File: config.mk
export PLATFORM = sky130hd
export DESIGN_NAME = led_state_monitor
export DESIGN_NICKNAME = d
export VERILOG_FILES = /design/src/rtl/led_state_monitor.sv
export SDC_FILE = /design/constraint.sdc
export NUM_CORES = 1
export LEC_CHECK = 0
export ABC_AREA = 1
export BUFFER_PORTS_ARGS = -buffer_cell sky130_fd_sc_hd__buf_2
export CELL_PAD_IN_SITES_DETAIL_PLACEMENT = 2
export CELL_PAD_IN_SITES_GLOBAL_PLACEMENT = 2
export CORE_MARGIN = 3
export CORE_UTILIZATION = 30
export DETAILED_ROUTE_END_ITERATION = 12
export PLACE_DENSITY = 0.91
export SYNTH_ARGS = -nofsm -noshare
export SYNTH_HDL_FRONTEND = slang
export SYNTH_SLANG_ARGS = --single-unit
File: constraint.sdc
create_clock -name clk -period 4.1 [get_ports clk]
set_input_delay 0.205 -clock clk [delete_from_list [all_inputs] [get_ports clk]]
set_output_delay 0.205 -clock clk [all_outputs]
set_load 0.05 [all_outputs]
File: src/rtl/led_state_monitor.sv
// Watches a 16-lamp flasher bus and classifies its motion as idle, rising, falling or faulted.
// Tracks reversal extremes, completed up/down sequences and sticky shape/step/stall faults.
module led_state_monitor #(
    parameter int STALL_MAX = 8,
    parameter int CNT_W     = 8
) (
    input  logic             clk,
    input  logic             rst,
    input  logic [15:0]      led_state,
    input  logic             clr,
    output logic [4:0]       level,
    output logic [1:0]       dir,
    output logic             reversal,
    output logic [4:0]       peak_level,
    output logic [4:0]       trough_level,
    output logic             seq_done,
    output logic [CNT_W-1:0] seq_cnt,
    output logic             err_shape,
    output logic             err_step,
    output logic             err_stall
);

    localparam int STALL_W = $clog2(STALL_MAX + 1);

    typedef enum logic [1:0] {
        ST_IDLE  = 2'b00,
        ST_UP    = 2'b01,
        ST_DOWN  = 2'b10,
        ST_FAULT = 2'b11
    } state_t;

    state_t             state_q, state_d;
    logic [4:0]         level_q, level_d;
    logic               reversal_q, reversal_d;
    logic               seq_done_q, seq_done_d;
    logic [4:0]         peak_q, peak_d;
    logic [4:0]         trough_q, trough_d;
    logic [CNT_W-1:0]   seq_cnt_q, seq_cnt_d;
    logic               err_shape_q, err_shape_d;
    logic               err_step_q, err_step_d;
    logic               err_stall_q, err_stall_d;
    logic [STALL_W-1:0] stall_q, stall_d;

    // One comparator per legal thermometer pattern 2^k-1, k = 0..16.
    logic [16:0] therm_hit;
    genvar gi;
    generate
        for (gi = 0; gi < 17; gi++) begin : g_therm
            localparam logic [16:0] PAT = (17'd1 << gi) - 17'd1;
            assign therm_hit[gi] = ({1'b0, led_state} == PAT);
        end
    endgenerate

    logic       sample_legal;
    logic [4:0] sample_k;

    always_comb begin
        sample_k = 5'd0;
        for (int i = 0; i < 17; i++) begin
            if (therm_hit[i]) begin
                sample_k = 5'(i);
            end
        end
    end

    assign sample_legal = |therm_hit;

    // Widen by one bit so level 16 +/- 1 comparisons cannot wrap.
    logic [5:0] k_ext, lvl_ext;
    logic       step_same, step_up, step_down;
    logic [STALL_W-1:0] stall_inc;

    assign k_ext     = {1'b0, sample_k};
    assign lvl_ext   = {1'b0, level_q};
    assign step_same = (k_ext == lvl_ext);
    assign step_up   = (k_ext == lvl_ext + 6'd1);
    assign step_down = (k_ext + 6'd1 == lvl_ext);
    assign stall_inc = stall_q + 1'b1;

    always_comb begin
        state_d     = state_q;
        level_d     = level_q;
        reversal_d  = 1'b0;
        seq_done_d  = 1'b0;
        peak_d      = peak_q;
        trough_d    = trough_q;
        seq_cnt_d   = seq_cnt_q;
        err_shape_d = err_shape_q;
        err_step_d  = err_step_q;
        err_stall_d = err_stall_q;
        stall_d     = stall_q;

        if (clr) begin
            err_shape_d = 1'b0;
            err_step_d  = 1'b0;
            err_stall_d = 1'b0;
            stall_d     = '0;
            if (sample_legal) begin
                level_d = sample_k;
                state_d = ST_IDLE;
            end else begin
                err_shape_d = 1'b1;
                state_d     = ST_FAULT;
            end
        end else if (state_q != ST_FAULT) begin
            if (!sample_legal) begin
                err_shape_d = 1'b1;
                state_d     = ST_FAULT;
            end else if (!(step_same || step_up || step_down)) begin
                err_step_d = 1'b1;
                level_d    = sample_k;
                state_d    = ST_FAULT;
            end else if (step_same) begin
                // A parked bus at level 0 in IDLE is normal, not a stall.
                if (state_q != ST_IDLE) begin
                    stall_d = stall_inc;
                    if (stall_inc == STALL_W'(STALL_MAX)) begin
                        err_stall_d = 1'b1;
                        state_d     = ST_FAULT;
                    end
                end
            end else if (step_up) begin
                stall_d = '0;
                level_d = sample_k;
                state_d = ST_UP;
                if (state_q == ST_DOWN) begin
                    reversal_d = 1'b1;
                    trough_d   = level_q;
                end
            end else begin
                stall_d = '0;
                level_d = sample_k;
                if (state_q == ST_UP) begin
                    reversal_d = 1'b1;
                    peak_d     = level_q;
                    state_d    = ST_DOWN;
                end else if (state_q == ST_DOWN && sample_k == 5'd0) begin
                    seq_done_d = 1'b1;
                    state_d    = ST_IDLE;
                    if (seq_cnt_q != '1) begin
                        seq_cnt_d = seq_cnt_q + 1'b1;
                    end
                end else begin
                    state_d = ST_DOWN;
                end
            end
        end
    end

    always_ff @(posedge clk) begin
        if (rst) begin
            state_q     <= ST_IDLE;
            level_q     <= 5'd0;
            reversal_q  <= 1'b0;
            seq_done_q  <= 1'b0;
            peak_q      <= 5'd0;
            trough_q    <= 5'd0;
            seq_cnt_q   <= '0;
            err_shape_q <= 1'b0;
            err_step_q  <= 1'b0;
            err_stall_q <= 1'b0;
            stall_q     <= '0;
        end else begin
            state_q     <= state_d;
            level_q     <= level_d;
            reversal_q  <= reversal_d;
            seq_done_q  <= seq_done_d;
            peak_q      <= peak_d;
            trough_q    <= trough_d;
            seq_cnt_q   <= seq_cnt_d;
            err_shape_q <= err_shape_d;
            err_step_q  <= err_step_d;
            err_stall_q <= err_stall_d;
            stall_q     <= stall_d;
        end
    end

    assign level        = level_q;
    assign dir          = state_q;
    assign reversal     = reversal_q;
    assign seq_done     = seq_done_q;
    assign peak_level   = peak_q;
    assign trough_level = trough_q;
    assign seq_cnt      = seq_cnt_q;
    assign err_shape    = err_shape_q;
    assign err_step     = err_step_q;
    assign err_stall    = err_stall_q;

endmodule

# --- Yosys cells after proc, flatten, opt, wreduce, memory -nomap -nowiden ---
# Cells that the tools add are included.
word_totals:
  input_bits: 19
  ff_bits: 34
  word_cells: 114
  output_inout_bits: 30
classes:
  eq_ne: 29
  bitwise_logic: 7
  n_addsub: 4
  reduce_logical: 20
  n_mux: 43
ops:
  columns: ["op", "count"]
  rows:
  - ["$mux W5", 21]
  - ["$mux W2", 11]
  - ["$reduce_or A17 Y1", 1]
  - ["$eq A16 B1 Y1 const B", 1]
  - ["$eq A16 B10 Y1 const B", 1]
  - ["$eq A16 B11 Y1 const B", 1]
  - ["$eq A16 B12 Y1 const B", 1]
  - ["$eq A16 B13 Y1 const B", 1]
  - ["$eq A16 B14 Y1 const B", 1]
  - ["$eq A16 B15 Y1 const B", 1]
  - ["$eq A16 B16 Y1 const B", 1]
  - ["$eq A16 B2 Y1 const B", 1]
  - ["$eq A16 B3 Y1 const B", 1]
  - ["$eq A16 B4 Y1 const B", 1]
  - ["$eq A16 B5 Y1 const B", 1]
  - ["$eq A16 B6 Y1 const B", 1]
  - ["$eq A16 B7 Y1 const B", 1]
  - ["$eq A16 B8 Y1 const B", 1]
  - ["$eq A16 B9 Y1 const B", 1]
  - ["$logic_not A16 Y1", 1]
  - ["$reduce_and A7 Y1", 2]
  - ["$add A5 B1 Y6 const B", 2]
  - ["$ne A5 B4 Y1 const B", 2]
  - ["$mux W1", 9]
  - ["26 further kinds", 38]

# --- Logic depth before layout (Yosys ltp) ---
# Gate-level depths: netlist (run 1).
depth:
  depth_word: 27
  ltp_mapped: 24
  depth_no_buf: 23

# --- Worst setup path before layout (run 1) ---
# No wires, ideal clock.
synth_timing:
  kind: "input to register"
  from: "in led_state[12]"
  to: "reg seq_cnt_q[4] (netlist: seq_cnt[4])"
  arrival_time_ns: 2.940
  setup_ns: 0.110
  slack_ns: 1.050
  required_time_ns: 3.990
  path_buffers: 2
  stages: 23
  cell_sequence: "nor2_1 > nand2_4 > nor2_4 > buf_6 > nand2_1 > o2111ai_1 > o211ai_1 > nand2_1 > o221ai_1 > a22oi_1 > inv_1 > ha_1 > xor2_1 > nand3b_1 > a21oi_1 > nand3_1 > nand3_4 > nand2_4 > nor2_4 > buf_6 > nand4_1 > nand2_1 > nor2_1"
synth_via:
  elab_chain_len: 21
  elab_cells_between_ends: 45
  classes_between: "add/sub: 1; eq/ne: 19; mux: 16; bitwise: 2; reduce/logical: 7"
synth_rtl:
  columns: ["item", "line", "text"]
  rows:
  - ["start: declaration", "9", "input logic [15:0] led_state,"]
  - ["$eq A16 B1 Y1", "50", "assign therm_hit[gi] = ({1'b0, led_state} == PAT);"]
  - ["$mux W1", "60", "if (therm_hit[i]) begin"]
  - ["$mux W5 (15 in a row)", "60", null]
  - ["$add A5 B1 Y6 (tied with other cells)", "77", "assign step_down = (k_ext + 6'd1 == lvl_ext);"]
  - ["$eq A6 B5 Y1 / $logic_or A1 B1 Y1 (equally long branches)", "77, 109", null]
  - ["$logic_or A1 B1 Y1", "109", "end else if (!(step_same || step_up || step_down)) begin"]
  - ["$reduce_and A9 Y1 (no source line) *", null, null]
  - ["end signal: assignment", "170", "seq_cnt_q <= seq_cnt_d;"]
  - ["end: declaration", "38", "logic [CNT_W-1:0] seq_cnt_q, seq_cnt_d;"]
# Mark *: on every way between the ends. The rest lies on a longest branch, timed or not.
# A chain may end at the register's enable or synchronous reset.

# --- Worst setup path in the final report (run 1) ---
layout_timing:
  from: "in led_state[11]"
  to: "reg seq_cnt_q[7] (netlist: seq_cnt[7])"
# Same word-level chain as after synthesis.

==> impl_metrics.py, run 1 <==
metrics = {
    "layout": {
        "antenna_cells": 0,
        "fillers": 1060,
        "stdcell_area_mm2": 0.00313,
        "fin_cells": 584,
        "syn2layout_area_growth_pct": 16.0,
        "nNetsFinal": 502,
        "drive_gt1_share_pct": 20.0,
    },
    "timing": {
        "rsz0062_at_grt": "false",
        "slew_headroom_pct": 58.0,
        "fmax_ghz": 0.282,
        "post-route-period-util_pct": 86.5,
        "setup_violations": 0,
        "timing.hold.ws_ps": 277,
        "fin_skew_ps": 2.46,
        "worstMarginPinSlew_ps": 629,
        "fin_setup_tns_ps": 0,
        "final.min_clock_period_ps": 3550,
        "report.final.slew_viol_count": 0,
        "hold_violations": 0,
    },
    "synth": {
        "synth-async-reset-ratio_pct": 0,
        "synth.distinct_cells": 42,
        "synth_warnings": 0,
        "synthCells": 427,
        "synth-main-ff-cell": "dfxtp_1",
        "yosys-top-cells-count": "82 x nand2_1, 65 x inv_1, 56 x nor2_1",
        "ys_top_cells_by_area": "dfxtp_1 25%, nand2_1 11%, inv_1 9.0%, nand3_1 7.8%, nor2_1 7.8%",
        "yosys_register_bits": 34,
        "seq_area_frac_synth_pct": 25.2,
        "synth_edf_count": 0,
        "synth_top_area_share_pct": 25.2,
        "synth_area_per_cell_um2": 6.32,
        "synth.most_common_cell": "nand2_1",
        "syn_area_mm2": 0.00270,
        "synth_top_area_cell": "dfxtp_1",
        "syn_nets": 451,
    },
    "hold_path": {
        "hold_path.class": "input pin to flop",
    },
    "die": {
        "rows": 33,
        "die_h_um": 101,
        "start_util_pct": 31.9,
        "pin_count": 49,
        "die_x_um": 101,
        "core-area_mm2": 0.00846,
        "die-area_mm2": 0.0102,
    },
    "grt": {
        "grt_overflow": 0,
        "grt_pass1_wl_um": 17200,
        "grtUsageMet3_pct": 2.42,
        "grt_pass1_vias": 3346,
        "grt_max_degree": 18,
        "antenna_found_initial": 0,
        "grt_usage_pct": 21.0,
        "grt_use_met1_pct": 28.0,
        "grt-busiest-layer": "met2",
        "grt_util_met2_pct": 36.9,
    },
    "clocking": {
        "hold_buffers": 0,
        "root_buffer": "clkbuf_8",
        "clk_pin_slew_worst_paths_ps": 70,
        "cts_tree": "done",
        "clock_path_buffers": 2,
        "cts_buffers": 5,
        "cts_setup_buffers": 0,
        "cts_max_level": 2,
        "cts_resized": 0,
        "insertion_delay_ps": 290,
        "clock_sinks": 34,
    },
    "setup_path": {
        "cp-end-kind": "flop",
        "slowest_delay_ps": 310,
        "cp_common_cell": "nand2_1",
        "crit_type": "input pin to flop",
        "crit_chain": "buf_2 -> nor2_1 -> nand2_1 -> nor2_4 -> nand4_1 -> o2111ai_1 -> o211ai_1 -> nand2_1 -> o221ai_1 -> a22oi_1 -> inv_1 -> ha_1 -> xor2_1 -> nand3b_1 -> a21oi_1 -> nand3_1 -> nand3_4 -> nand2_4 -> nor2_4 -> nand3_1 -> nand2_1 -> nand2_1 -> nor2_1",
        "cp_max_fo": 13,
        "crit_path_start_kind": "input pin",
        "cp.required_ps": 4330,
        "arrival_ps": 3770,
        "critPathSlowestCell": "ha_1",
    },
    "route": {
        "wl_per_cell_um": 17.4,
        "route.detailed.drc": 0,
        "ant_nets": 0,
        "routed_wl_um": 10200,
        "drt_iter0_drc": 154,
        "vias_per_cell": 5.27,
        "num_vias": 3075,
        "first_pass_iters": 4,
    },
    "pwr": {
        "p_per_area_mw_per_mm2": 214,
        "power.leakage_nw": 1.58,
        "ir_worst_vdd_mv": 0.103,
    },
    "placement": {
        "placed_area_mm2": 0.00304,
        "dp.cells": 576,
        "hpwl_um": 8280,
        "io_buffer_count": 48,
        "place.gp.congestion": 0.949,
    },
    "status": {
        "status": "completed",
    },
    "run": {
        "maxCapViolCount": 0,
    },
}
[cell families (layout without fill, tap and decap cells)]
logic type / count (synthesis) / in the layout / share of synthesized area, %
AO/OA/AOI/OAI: 65 / 65 / 14.8
adder cells (fa/ha/maj): 5 / 5 / 2.32
flip-flops: 34 / 34 / 25.2
AND/OR/NAND/NOR: 239 / 239 / 43.8
XOR/XNOR: 8 / 8 / 2.60
buffers and inverters: 76 / 128 / 11.2
[sequential cells by signal, summed over array words and instances, names as in the netlist]
register      cells
level             5
stall_q           4
trough_level      5
peak_level        5
err_stall         1
seq_cnt           8
dir               2
seq_done          1
err_shape         1
reversal          1
err_step          1
[placed cells by master, fill, tap and decap left out, types with 5 or more instances in the layout]
cell and n:
ha_1 5, clkbuf_8 6, o211ai_1 5, o21ai_0 17, nand4_1 12, nand3_1 42
inv_2 5, dfxtp_1 34, xor2_1 6, nand2_1 82, inv_1 65, buf_2 48
nor2_1 56, o21a_1 6, nor2_2 11, nor3_1 10, nand2_2 5, a21oi_1 27
[cell type report]
cell class / instances / area (um2) / area share [%]
tap: 105 / 131 / 4.20
multi-input combinational: 317 / 1720 / 54.8
clock inverter: 1 / 5.00 / 0.160
clock buffer: 7 / 86.3 / 2.76
inverter: 72 / 272 / 8.67
sequential: 34 / 681 / 21.7
timing repair buffer: 48 / 240 / 7.67
[power by group]
group / leakage (nW) / total, mW / internal (mW) / switching [mW]
Clock: 0.0482 / 0.261 / 0.135 / 0.126
Sequential: 0.275 / 0.335 / 0.332 / 0.00245
Combinational: 1.26 / 0.0745 / 0.0197 / 0.0548
[worst max-delay path, delay by kind of cell]
kind	cells	cell delay, ps
buffers and inverters	2	200
AND/OR/NAND/NOR	14	2100
AO/OA/AOI/OAI	5	770
XOR/XNOR	1	140
adder cells (fa/ha/maj)	1	310
[final timing paths]
| path | startpoint | end | slack [ps] | depth (start not counted) |
|---|---|---|---|---|
| max reg2reg | level[1] | seq_cnt[7] | 1290 | 16 |
| min | rst | seq_cnt[0] | 280 | 2 |
| max | led_state[11] | seq_cnt[7] | 550 | 23 |
| min reg2reg | err_stall | err_stall | 460 | 2 |
[metrics by stage]
| step | worst slack [ps] | total power, mW | util (%) |
|---|---|---|---|
| finish | 552 | 0.671 | 37.0 |
| global route | 181 | 0.699 | 37.0 |
| CTS | 565 | 0.678 | 37.0 |
| detailed placement | 259 | 0.416 | 35.9 |
| global placement | 634 | 0.411 | 35.9 |
| floorplan | 1050 | 0.386 | - |
[routing by layer]
layer | part of all wire (%) | vias up
met3 | 3.3 | 9
met4 | 0.54 | 0
li1 | - | 1494
met5 | 0 | -
met1 | 46 | 1526
met2 | 50 | 46
Power figures use the tool's default switching activity.
==> run 2, diff against run 1 <==
--- a/config.mk
+++ b/config.mk
@@ -6,13 +6,15 @@
 export NUM_CORES = 1
 export LEC_CHECK = 0
 export ABC_AREA = 1
-export BUFFER_PORTS_ARGS = -buffer_cell sky130_fd_sc_hd__buf_2
 export CELL_PAD_IN_SITES_DETAIL_PLACEMENT = 2
 export CELL_PAD_IN_SITES_GLOBAL_PLACEMENT = 2
 export CORE_MARGIN = 3
-export CORE_UTILIZATION = 30
+export CORE_UTILIZATION = 34
 export DETAILED_ROUTE_END_ITERATION = 12
-export PLACE_DENSITY = 0.91
+export DONT_BUFFER_PORTS = 1
+export PLACE_DENSITY = 0.9
+export REMOVE_ABC_BUFFERS = 1
+export SKIP_LAST_GASP = 1
 export SYNTH_ARGS = -nofsm -noshare
 export SYNTH_HDL_FRONTEND = slang
 export SYNTH_SLANG_ARGS = --single-unit
==> impl_metrics.py, run 2 (same netlist as run 1, synthesis figures left out) <==
metrics = {
    "grt": {
        "grt_util_met2_pct": 41.2,
        "grt_overflow": 0,
        "grt-busiest-layer": "met2",
        "grt_usage_pct": 24.3,
        "grt_use_met1_pct": 30.7,
        "grtUsageMet3_pct": 4.89,
        "antenna_found_initial": 0,
        "grt_pass1_wl_um": 17100,
        "grt_pass1_vias": 3298,
        "grt_max_degree": 18,
    },
    "clocking": {
        "clk_pin_slew_worst_paths_ps": 80,
        "root_buffer": "clkbuf_8",
        "cts_tree": "done",
        "insertion_delay_ps": 310,
        "hold_buffers": 1,
        "cts_max_level": 2,
        "cts_resized": 0,
        "cts_setup_buffers": 0,
        "clock_sinks": 34,
        "clock_path_buffers": 2,
        "cts_buffers": 5,
    },
    "route": {
        "wl_per_cell_um": 19.9,
        "routed_wl_um": 10600,
        "first_pass_iters": 4,
        "route.detailed.drc": 0,
        "ant_nets": 0,
        "num_vias": 2944,
        "vias_per_cell": 5.51,
        "drt_iter0_drc": 124,
    },
    "timing": {
        "rsz0062_at_grt": "false",
        "fin_skew_ps": 8.79,
        "hold_violations": 0,
        "final.min_clock_period_ps": 3580,
        "setup_violations": 0,
        "slew_headroom_pct": 51.2,
        "post-route-period-util_pct": 87.3,
        "fmax_ghz": 0.280,
        "fin_setup_tns_ps": 0,
        "worstMarginPinSlew_ps": 731,
        "report.final.slew_viol_count": 0,
    },
    "setup_path": {
        "crit_type": "input pin to flop",
        "arrival_ps": 3780,
        "cp_max_fo": 13,
        "startpoint": "led_state[12]",
        "cp.required_ps": 4300,
        "rr_startpoint": "level[4]",
        "cp-end-kind": "flop",
        "crit_path_start_kind": "input pin",
    },
    "pwr": {
        "power_uw": 713,
        "p_per_area_mw_per_mm2": 243,
        "power.leakage_nw": 1.38,
        "ir_worst_vdd_mv": 0.310,
    },
    "layout": {
        "antenna_cells": 0,
        "fillers": 959,
        "fin_cells": 534,
        "mostFrequentLayoutCell": "nand2_1",
        "nNetsFinal": 458,
        "drive_gt1_share_pct": 12.0,
        "final_cell_mix": "82 x nand2_1, 65 x inv_1, 56 x nor2_1, 42 x nand3_1, 34 x dfxtp_1",
        "largest_reg_flops": 8,
        "syn2layout_area_growth_pct": 8.72,
        "stdcell_area_mm2": 0.00293,
        "final_core_util_pct": 39.2,
    },
    "status": {
        "status": "completed",
    },
    "placement": {
        "place.gp.congestion": 0.840,
        "dp.cells": 525,
        "hpwl_um": 7750,
        "placed_area_mm2": 0.00281,
        "io_buffer_count": 0,
    },
    "die": {
        "start_util_pct": 36.0,
        "die_x_um": 95.1,
        "die-area_mm2": 0.00904,
        "die_h_um": 95.1,
        "core-area_mm2": 0.00749,
        "rows": 31,
        "pin_count": 49,
    },
    "hold_path": {
        "min_from": "rst",
        "hold_path.class": "input pin to flop",
    },
    "run": {
        "maxCapViolCount": 0,
    },
}
-- run 2: cell count changes in the layout (fill, tap and decap cells not counted) --
| cell | delta |
|---|---|
| buf_2 | -48 |
| buf_4 | +3 |
| bufinv_16 | +1 |
| clkbuf_1 | -1 |
| clkbuf_8 | -1 |
| clkinv_2 | +1 |
| dlygate4sd3_1 | +1 |
-- run 2: through the flow --
step | setup WS, ps | hold slack, ps
3_5_place_dp | 458 | 279
6_report | 523 | 52.9
2_1_floorplan | 1060 | 274
3_3_place_gp | 743 | 278
5_1_grt | 208 | 54.3
4_1_cts | 563 | 57.8
-- run 2: worst paths after layout --
| check | end | slack [ps] | depth (start not counted) |
|---|---|---|---|
| setup / recovery | seq_cnt[6] | 520 | 21 |
| setup reg to reg | seq_cnt[6] | 960 | 14 |
| hold / removal | peak_level[0] | 50 | 2 |
| hold reg to reg | stall_q[1] | 480 | 2 |
-- run 2: power breakdown --
| group | internal, mW | switching (mW) |
|---|---|---|
| sequential | 0.332 | 0.0112 |
| clock | 0.179 | 0.140 |
| combinational | 0.0131 | 0.0376 |
| total | 0.524 | 0.189 |
-- run 2: routing by layer --
metal	share of wire [%]	up-vias
met2	49	75
met1	44	1441
met3	5.2	21
met5	0	-
met4	2.0	0
li1	-	1407
-- run 2: layout make-up --
class | instances | area [um2] | share of cell area, %
Sequential cell | 34 | 681 | 23.2
Inverter | 72 | 272 | 9.26
Clock buffer | 5 | 68.8 | 2.35
Multi-Input combinational cell | 317 | 1720 | 58.5
Clock inverter | 3 | 40.0 | 1.37
Timing Repair Buffer | 4 | 32.5 | 1.11
Tap cell | 99 | 124 | 4.22
-- run 2: critical path: stages --
cell	delay [ps]
nor2_1	180
nand2_4	110
nor2_4	270
nand2_1	140
o2111ai_1	270
o211ai_1	130
nand2_1	80
o221ai_1	100
a22oi_1	350
inv_1	90
ha_1	320
xor2_1	150
nand3b_1	170
a21oi_1	130
nand3_1	160
nand3_4	180
nand2_4	90
nor2_4	270
nand3_1	170
nand2_1	130
nor2_1	60
